`src/rtl/alarm_ring_ctrl.sv`:
```
// Alarm ring controller: match detect, timed ring, optional snooze, buzzer tone.
// Optional snooze feature enabled by defining ALARM_SNOOZE_EN.
module alarm_ring_ctrl #(
    parameter int RING_SECONDS   = 60,
    parameter int SNOOZE_SECONDS = 300,
    parameter int MAX_SNOOZE     = 3,
    parameter int BEEP_DIV       = 25000
) (
    input  logic       clk_50M,
    input  logic       rst_n,
    input  logic       sec_tick,
    input  logic [3:0] state_mode,
    input  logic       alarm_en,
    input  logic [7:0] cur_hour,
    input  logic [7:0] cur_minute,
    input  logic [7:0] cur_second,
    input  logic [7:0] alarm_hour,
    input  logic [7:0] alarm_minute,
    input  logic       stop_key,
    input  logic       snooze_key,
    output logic       buzzer,
    output logic       ringing,
    output logic       snoozing
);

    localparam int RW = (RING_SECONDS > 1) ? $clog2(RING_SECONDS + 1) : 1;
    localparam int BW = (BEEP_DIV > 1) ? $clog2(BEEP_DIV) : 1;

    localparam logic [RW-1:0] RING_LAST = RW'(RING_SECONDS - 1);
    localparam logic [BW-1:0] BEEP_LAST = BW'(BEEP_DIV - 1);

    localparam logic [1:0] IDLE = 2'd0;
    localparam logic [1:0] RING = 2'd1;

    logic [1:0]    state;
    logic [1:0]    state_nx;
    logic [RW-1:0] ring_cnt;
    logic [RW-1:0] ring_cnt_nx;
    logic [BW-1:0] beep_cnt;
    logic          stop_b0;
    logic          stop_b1;
    logic          stop_press;
    logic          match;
    logic          ring_done;

`ifdef ALARM_SNOOZE_EN
    localparam int SW = (SNOOZE_SECONDS > 1) ? $clog2(SNOOZE_SECONDS + 1) : 1;
    localparam int NW = (MAX_SNOOZE > 0) ? $clog2(MAX_SNOOZE + 1) : 1;

    localparam logic [SW-1:0] SNZ_LOAD = SW'(SNOOZE_SECONDS);
    localparam logic [NW-1:0] SNZ_MAX  = NW'(MAX_SNOOZE);

    localparam logic [1:0] SNOOZE = 2'd2;

    logic [SW-1:0] snz_cnt;
    logic [SW-1:0] snz_cnt_nx;
    logic [NW-1:0] snooze_num;
    logic [NW-1:0] snooze_num_nx;
    logic          snz_b0;
    logic          snz_b1;
    logic          snz_press;

    assign snz_press = snz_b1 & ~snz_b0;

    // Snooze button synchroniser / falling-edge buffer
    always_ff @(posedge clk_50M or negedge rst_n) begin
        if (!rst_n) begin
            snz_b0 <= 1'b1;
            snz_b1 <= 1'b1;
        end else begin
            snz_b0 <= snooze_key;
            snz_b1 <= snz_b0;
        end
    end
`else
    logic unused_snooze_key;

    assign unused_snooze_key = snooze_key;
    assign snoozing          = 1'b0;
`endif

    assign stop_press = stop_b1 & ~stop_b0;

    assign match = sec_tick & alarm_en
                 & (state_mode != 4'd3)
                 & (cur_hour == alarm_hour)
                 & (cur_minute == alarm_minute)
                 & (cur_second == 8'd0);

    assign ring_done = sec_tick & (ring_cnt == RING_LAST);

    // Stop button synchroniser / falling-edge buffer
    always_ff @(posedge clk_50M or negedge rst_n) begin
        if (!rst_n) begin
            stop_b0 <= 1'b1;
            stop_b1 <= 1'b1;
        end else begin
            stop_b0 <= stop_key;
            stop_b1 <= stop_b0;
        end
    end

    // Next-state and counter update, priority: enable > stop > timeout > snooze
    always_comb begin
        state_nx    = state;
        ring_cnt_nx = ring_cnt;
`ifdef ALARM_SNOOZE_EN
        snz_cnt_nx    = snz_cnt;
        snooze_num_nx = snooze_num;
`endif
        unique case (1'b1)
            (state == IDLE): begin
                if (match) begin
                    state_nx    = RING;
                    ring_cnt_nx = '0;
`ifdef ALARM_SNOOZE_EN
                    snooze_num_nx = '0;
`endif
                end
            end
            (state == RING): begin
                if (!alarm_en || stop_press || ring_done) begin
                    state_nx = IDLE;
`ifdef ALARM_SNOOZE_EN
                end else if (snz_press) begin
                    if (snooze_num < SNZ_MAX) begin
                        state_nx      = SNOOZE;
                        snz_cnt_nx    = SNZ_LOAD;
                        snooze_num_nx = snooze_num + 1'b1;
                    end else begin
                        state_nx = IDLE;
                    end
`endif
                end else if (sec_tick) begin
                    ring_cnt_nx = ring_cnt + 1'b1;
                end
            end
`ifdef ALARM_SNOOZE_EN
            (state == SNOOZE): begin
                if (!alarm_en || stop_press) begin
                    state_nx = IDLE;
                end else if (sec_tick) begin
                    if (snz_cnt <= SW'(1)) begin
                        state_nx    = RING;
                        ring_cnt_nx = '0;
                        snz_cnt_nx  = '0;
                    end else begin
                        snz_cnt_nx = snz_cnt - 1'b1;
                    end
                end
            end
`endif
            default: begin
                state_nx = IDLE;
            end
        endcase
        if (state_nx == IDLE) begin
            ring_cnt_nx = '0;
`ifdef ALARM_SNOOZE_EN
            snz_cnt_nx = '0;
`endif
        end
    end

    // State, counters and status flags
    always_ff @(posedge clk_50M or negedge rst_n) begin
        if (!rst_n) begin
            state    <= IDLE;
            ring_cnt <= '0;
            ringing  <= 1'b0;
        end else begin
            state    <= state_nx;
            ring_cnt <= ring_cnt_nx;
            ringing  <= (state_nx == RING);
        end
    end

`ifdef ALARM_SNOOZE_EN
    // Snooze counters and flag
    always_ff @(posedge clk_50M or negedge rst_n) begin
        if (!rst_n) begin
            snz_cnt    <= '0;
            snooze_num <= '0;
            snoozing   <= 1'b0;
        end else begin
            snz_cnt    <= snz_cnt_nx;
            snooze_num <= snooze_num_nx;
            snoozing   <= (state_nx == SNOOZE);
        end
    end
`endif

    // Tone divider runs only while staying in RING; silent and cleared otherwise
    always_ff @(posedge clk_50M or negedge rst_n) begin
        if (!rst_n) begin
            beep_cnt <= '0;
            buzzer   <= 1'b0;
        end else if (state == RING && state_nx == RING) begin
            if (beep_cnt == BEEP_LAST) begin
                beep_cnt <= '0;
                buzzer   <= ~buzzer;
            end else begin
                beep_cnt <= beep_cnt + 1'b1;
            end
        end else begin
            beep_cnt <= '0;
            buzzer   <= 1'b0;
        end
    end

endmodule

```
`config.mk`:
```
export PLATFORM = sky130hd
export DESIGN_NAME = alarm_ring_ctrl
export DESIGN_NICKNAME = d
export VERILOG_FILES = /design/src/rtl/alarm_ring_ctrl.sv
export SDC_FILE = /design/constraint.sdc
export NUM_CORES = 1
export LEC_CHECK = 0
export CORE_MARGIN = 3
export CORE_UTILIZATION = 40
export CTS_BUF_LIST = sky130_fd_sc_hd__clkbuf_4 sky130_fd_sc_hd__clkbuf_8
export CTS_CLUSTER_DIAMETER = 50
export CTS_CLUSTER_SIZE = 30
export DETAILED_ROUTE_END_ITERATION = 6
export GPL_TIMING_DRIVEN = 0
export HOLD_SLACK_MARGIN = 0.08
export PLACE_DENSITY_LB_ADDON = 0.15
export REMOVE_ABC_BUFFERS = 1
export SETUP_SLACK_MARGIN = 0.15
export SLEW_MARGIN = 20
export SYNTH_ARGS = -nofsm -noshare
export SYNTH_HDL_FRONTEND = slang
export SYNTH_SLANG_ARGS = --single-unit
```
`constraint.sdc`:
```
create_clock -name clk_50M -period 4.55 [get_ports clk_50M]
set_input_delay 0.91 -clock clk_50M [delete_from_list [all_inputs] [get_ports clk_50M]]
set_output_delay 0.91 -clock clk_50M [all_outputs]
set_load 0.01 [all_outputs]
```
# Yosys cells after proc, flatten, opt, wreduce, memory -nomap -nowiden
# Cells that the tools add are included.
# word_totals
reg_bits,27
out_inout_bits,3
# classes
n_addsub,2
n_eq_ne,11
muxes,12
n_bitwise,9
reduce_logical,9
# ops
op,n
$mux 15,2
$mux 6,4
$eq 8x8->1,2
$add 15x1->15 const B,1
$eq 15x15->1 const B,1
$pmux 6 s2,1
$ne 3x2->1 const B,3
$logic_not 8->1,1
$and 1x1->1,7
$add 6x1->6 const B,1
$eq 6x6->1 const B,1
$eq 2x1->1 const B,2
$logic_not 2->1,2
$mux 2,2
$ne 4x2->1 const B,1
$pmux 2 s2,1
$reduce_and 4->1,1
$reduce_bool 3->1,1
$logic_or 1x1->1,2
$mux 1,2
$ne 2x1->1 const B,1
$not 1->1,2
$logic_and 1x1->1,1
$logic_not 1->1,1

# Longest topological paths before layout
# logic_depth
ltp_word,10
mapped_depth,6

# Worst setup path before layout
# No wires, ideal clock.
# synth_timing
path_kind,input port to flip-flop
start,input port sec_tick
end,register beep_cnt[10]
arrival_time_ns,2.044
t_required_ns,4.429
path_slack_ns,2.385
cell_stages,6
path_buffers,2
path_cell_list,clkbuf_1 nand2_1 o211ai_2 nand2b_1 buf_2 nor2_1
# synth_via
elab_chain_cells,10
word_cells_on_any_way,13
cone_classes,1 x eq/ne; 4 x mux; 6 x bitwise; 2 x reduce/logical
# synth_rtl
item,line,text
start: declaration,11,"input logic sec_tick,"
$and 1x1->1,84,assign match = sec_tick & alarm_en
$and 1x1->1,85,& (state_mode != 4'd3)
$and 1x1->1,86,& (cur_hour == alarm_hour)
$and 1x1->1,87,& (cur_minute == alarm_minute)
$and 1x1->1,88,& (cur_second == 8'd0);
$mux 2,113,if (match) begin
$pmux 2 s2 (*),111,unique case (1'b1)
$eq 2x1->1 (*),198,end else if (state == RING && state_nx == RING) begin
$logic_and 1x1->1 (*),198,
$mux 15 (*),198,
end signal: assignment,203,beep_cnt <= beep_cnt + 1'b1;
end: declaration,39,logic [BW-1:0] beep_cnt;
# Every way passes the cells marked *; elsewhere a longest branch is shown, timed or not.
# A chain may end at the register's enable or synchronous reset.

# Worst setup path after layout
# layout_timing
start,input port sec_tick
end,register beep_cnt[6]
# Same word-level chain as after synthesis.

==> run_results.csv <==
group,metric,value,unit
min_path,worst_hold_startpoint,"stop_b0",
global_route,grt_pass1_wl,5280,um
global_route,met3_usage,4.93,%
synth,ys_seq_area_share,47.2,%
synth,ys_top_cells_by_area,"dfrtp_1, xor2_1, xnor2_1, nor2_1, dfstp_2",
synth,synth_warnings,0,
synth,ys_types,31,
global_route,top_usage_layer,"met2",
place,post_dp_cell_area,1980,um2
pwr,pwr_density_cell,202,nW/um2
clock_network,cts_buffers,3,
global_route,antenna_found_initial,0,
floorplanning,io_pins,53,
clock_network,ctsHoldBuffers,0,
finish,antennaDiodeCount,0,
clock_network,cts_tree,"yes",
routing,wl,2980,um
place,hpwl,2520,um
sta,hold_viol,0,
routing,ant_nets,0,
routing,vias,1195,
pwr,p_switching,86.2,uW
finish,drive_gt1_share,5.67,%
sta,setup_viol,0,
clock_network,cts_setup_buffers,0,
routing,route.detailed.drc,0,
floorplanning,fp-row-count,21,
sta,fin_ws,2.02,ns
sta,fin_setup_tns,0,ns
pwr,power,406,uW
synth,async_reset_ff_share,100,%
synth,synth_top_cell_area_share,43.5,%
place,place.gp.congestion,0.835,
floorplanning,die_w,66.0,um
finish,area_growth,39.5,%
routing,drt_iter0_drc,49,
synth,synthTopCellsByCount,"dfrtp_1, nor2_1, xor2_1",
clock_network,clock_latency,0.32,ns
synth,ys_ff_latch,27,
pwr,ir_worst_vdd,0.103,mV
clock_network,clkSlewWorstSetupHoldPaths,0.14,ns
sta,tightestPinTransition,0.584,ns
clock_network,cts_num_sinks,27,
place,pre_cts_ws,1.64,ns
setup_path,critPathCaptureType,"flip-flop",
setup_path,timing.rr.start,"beep_cnt[0]",
setup_path,required,4.74,ns
run_status,status,"complete, no violations",
routing,post_drt_wl_per_cell,12.4,um
routing,via_per_inst,4.98,
finish,stdcell_count,240,
place,numPortBuffers,50,
global_route,use_met2,27.2,%
clock_network,root_buffer,"clkbuf_4",
global_route,grt_max_degree,28,
sta,fmax,396,MHz
sta,min_period,2.53,ns
pwr,p_clk_share,24.5,%
finish,nets,247,
floorplanning,core_area,3390,um2
sta,rsz0062_at_grt,"false",
pwr,switching_share,21.2,%
global_route,grt_overflow,0,
floorplanning,die_area,4350,um2
clock_network,post_cts_resized,0,
synth,yosysMostFrequentCell,"dfrtp_1",
place,placed_cells,236,
setup_path,cp-start-kind,"input port",
setup_path,crit_fanout,15,
finish,fin_area,2010,um2
setup_path,startpoint,"sec_tick",
clock_network,clockBufferDepth,2,
global_route,first_global_vias,1268,
job,drv_cap,0,
global_route,gr-usage-all-layers,15.5,%
min_path,hp-class,"reg2reg",
sta,timing.slew.headroom,61.0,%
sta,slew_viol_final,0,
setup_path,crit_type,"in2reg",
setup_path,crit_arrival,2.72,ns
synth,synth_enable_flop_cells,0,
pwr,p_leak,0.000780,uW
pwr,comb_power_share,15.7,%
sta,fin_crit_sh,55.5,%
synth,synth_area,1440,um2
pwr,power.share.sequential,59.8,%
floorplanning,dieHeight,66.0,um
clock_network,h-tree-depth,1,
global_route,gr-usage-met1,18.2,%
sta,finalClockSkew,0.00328,ns
floorplanning,initial_core_util,42.4,%
synth,synth_top_area_cell,"dfrtp_1",
synth,syn_inst,142,
routing,firstDrtPassIters,4,
pwr,p_int,320,uW
synth,synth-main-ff-cell,"dfrtp_1",
synth,syn_area_per_cell,10.1,um2
==> power groups by stage <==
stage	registers (uW)	logic [uW]	clock network, uW
after global placement	247	63.5	0
after CTS	243	64.8	103
after floorplan	247	14.2	0
final	243	63.7	99.5
after detailed placement	247	64.7	0
after global routing	243	70.4	117
==> kinds of logic after synthesis <==
| family | count (synthesis) | share of synthesized area, % |
|---|---|---|
| muxes | 1 | 0.696 |
| buffers and inverters | 6 | 1.91 |
| DFF | 27 | 47.2 |
| other | 1 | 0.261 |
| adders and majority gates | 2 | 1.74 |
| and+or+nand+nor | 64 | 24.4 |
| xor gates and xnor gates | 33 | 20.1 |
| AOI/OAI and AO/OA | 8 | 3.74 |
==> worst max-delay path: stages <==
cell	delay, ns
clkdlybuf4s50_1	0.60
nand2_1	0.14
o211ai_2	0.41
nand2b_1	0.53
nor2_1	0.13
==> routing by layer <==
layer | wire length (um) | up-vias
met1 | 1150 | 547
met2 | 1480 | 58
met4 | 34 | 0
met5 | 0 | -
met3 | 316 | 4
li1 | - | 586
==> flip-flops by register name (all words and copies together), names as in the netlist <==
name      flops
stop_b1       1
beep_cnt     15
ringing       1
stop_b0       1
ring_cnt      6
state         2
buzzer        1
==> area by class of cell <==
type | instances | area (um2)
Tap cell | 46 | 57.6
Sequential cell | 27 | 678
Multi-Input combinational cell | 110 | 736
Timing Repair Buffer | 50 | 495
Clock buffer | 3 | 22.5
Fill cell | 302 | 1380
Clock inverter | 1 | 5.00
Inverter | 3 | 11.3
==> worst paths after layout <==
check,slack [ns],endpoint,depth (start not counted)
setup / recovery,2.02,beep_cnt[6],5
hold / removal,0.37,stop_b1,0
setup reg to reg,2.68,beep_cnt[14],5
hold reg to reg,0.37,stop_b1,0
max in group asynchronous,3.60,beep_cnt[6],1
min in group asynchronous,0.57,ring_cnt[5],1
==> placed cells by master (no fill, tap or decap) <==
master           Yosys  layout
clkdlybuf4s50_1      0      49
dfrtp_1             25      25
nor2_1              24      24
xor2_1              19      19
xnor2_1             14      14
nand4_1              7       7
nand2_1              7       7
nor4_1               5       5
nor3_1               5       5
nand3_1              4       4
inv_1                3       3
clkbuf_4             0       3
nor4bb_1             2       2
nand2b_1             2       2
o31ai_1              2       2
o21ai_0              2       2
or3_1                2       2
a21oi_1              2       2
ha_1                 2       2
conb_1               1       2
dfstp_2              2       2
a31oi_1              1       1
nand4b_1             1       1
and3b_1              1       1
o211ai_2             1       1
and4bb_2             1       1
and3_1               1       1
nand4_4              1       1
or4_4                1       1
mux2i_1              1       1
clkinv_2             0       1
buf_2                1       1
==> through the flow <==
| step | hold slack, ns | util (%) |
|---|---|---|
| floorplan | 0.351 | - |
| global placement | 0.355 | 58.5 |
| detailed placement | 0.356 | 58.4 |
| CTS | 0.375 | 59.2 |
| global route | 0.381 | 59.2 |
| finish | 0.375 | 59.2 |
(Power assumes the default switching activity.)
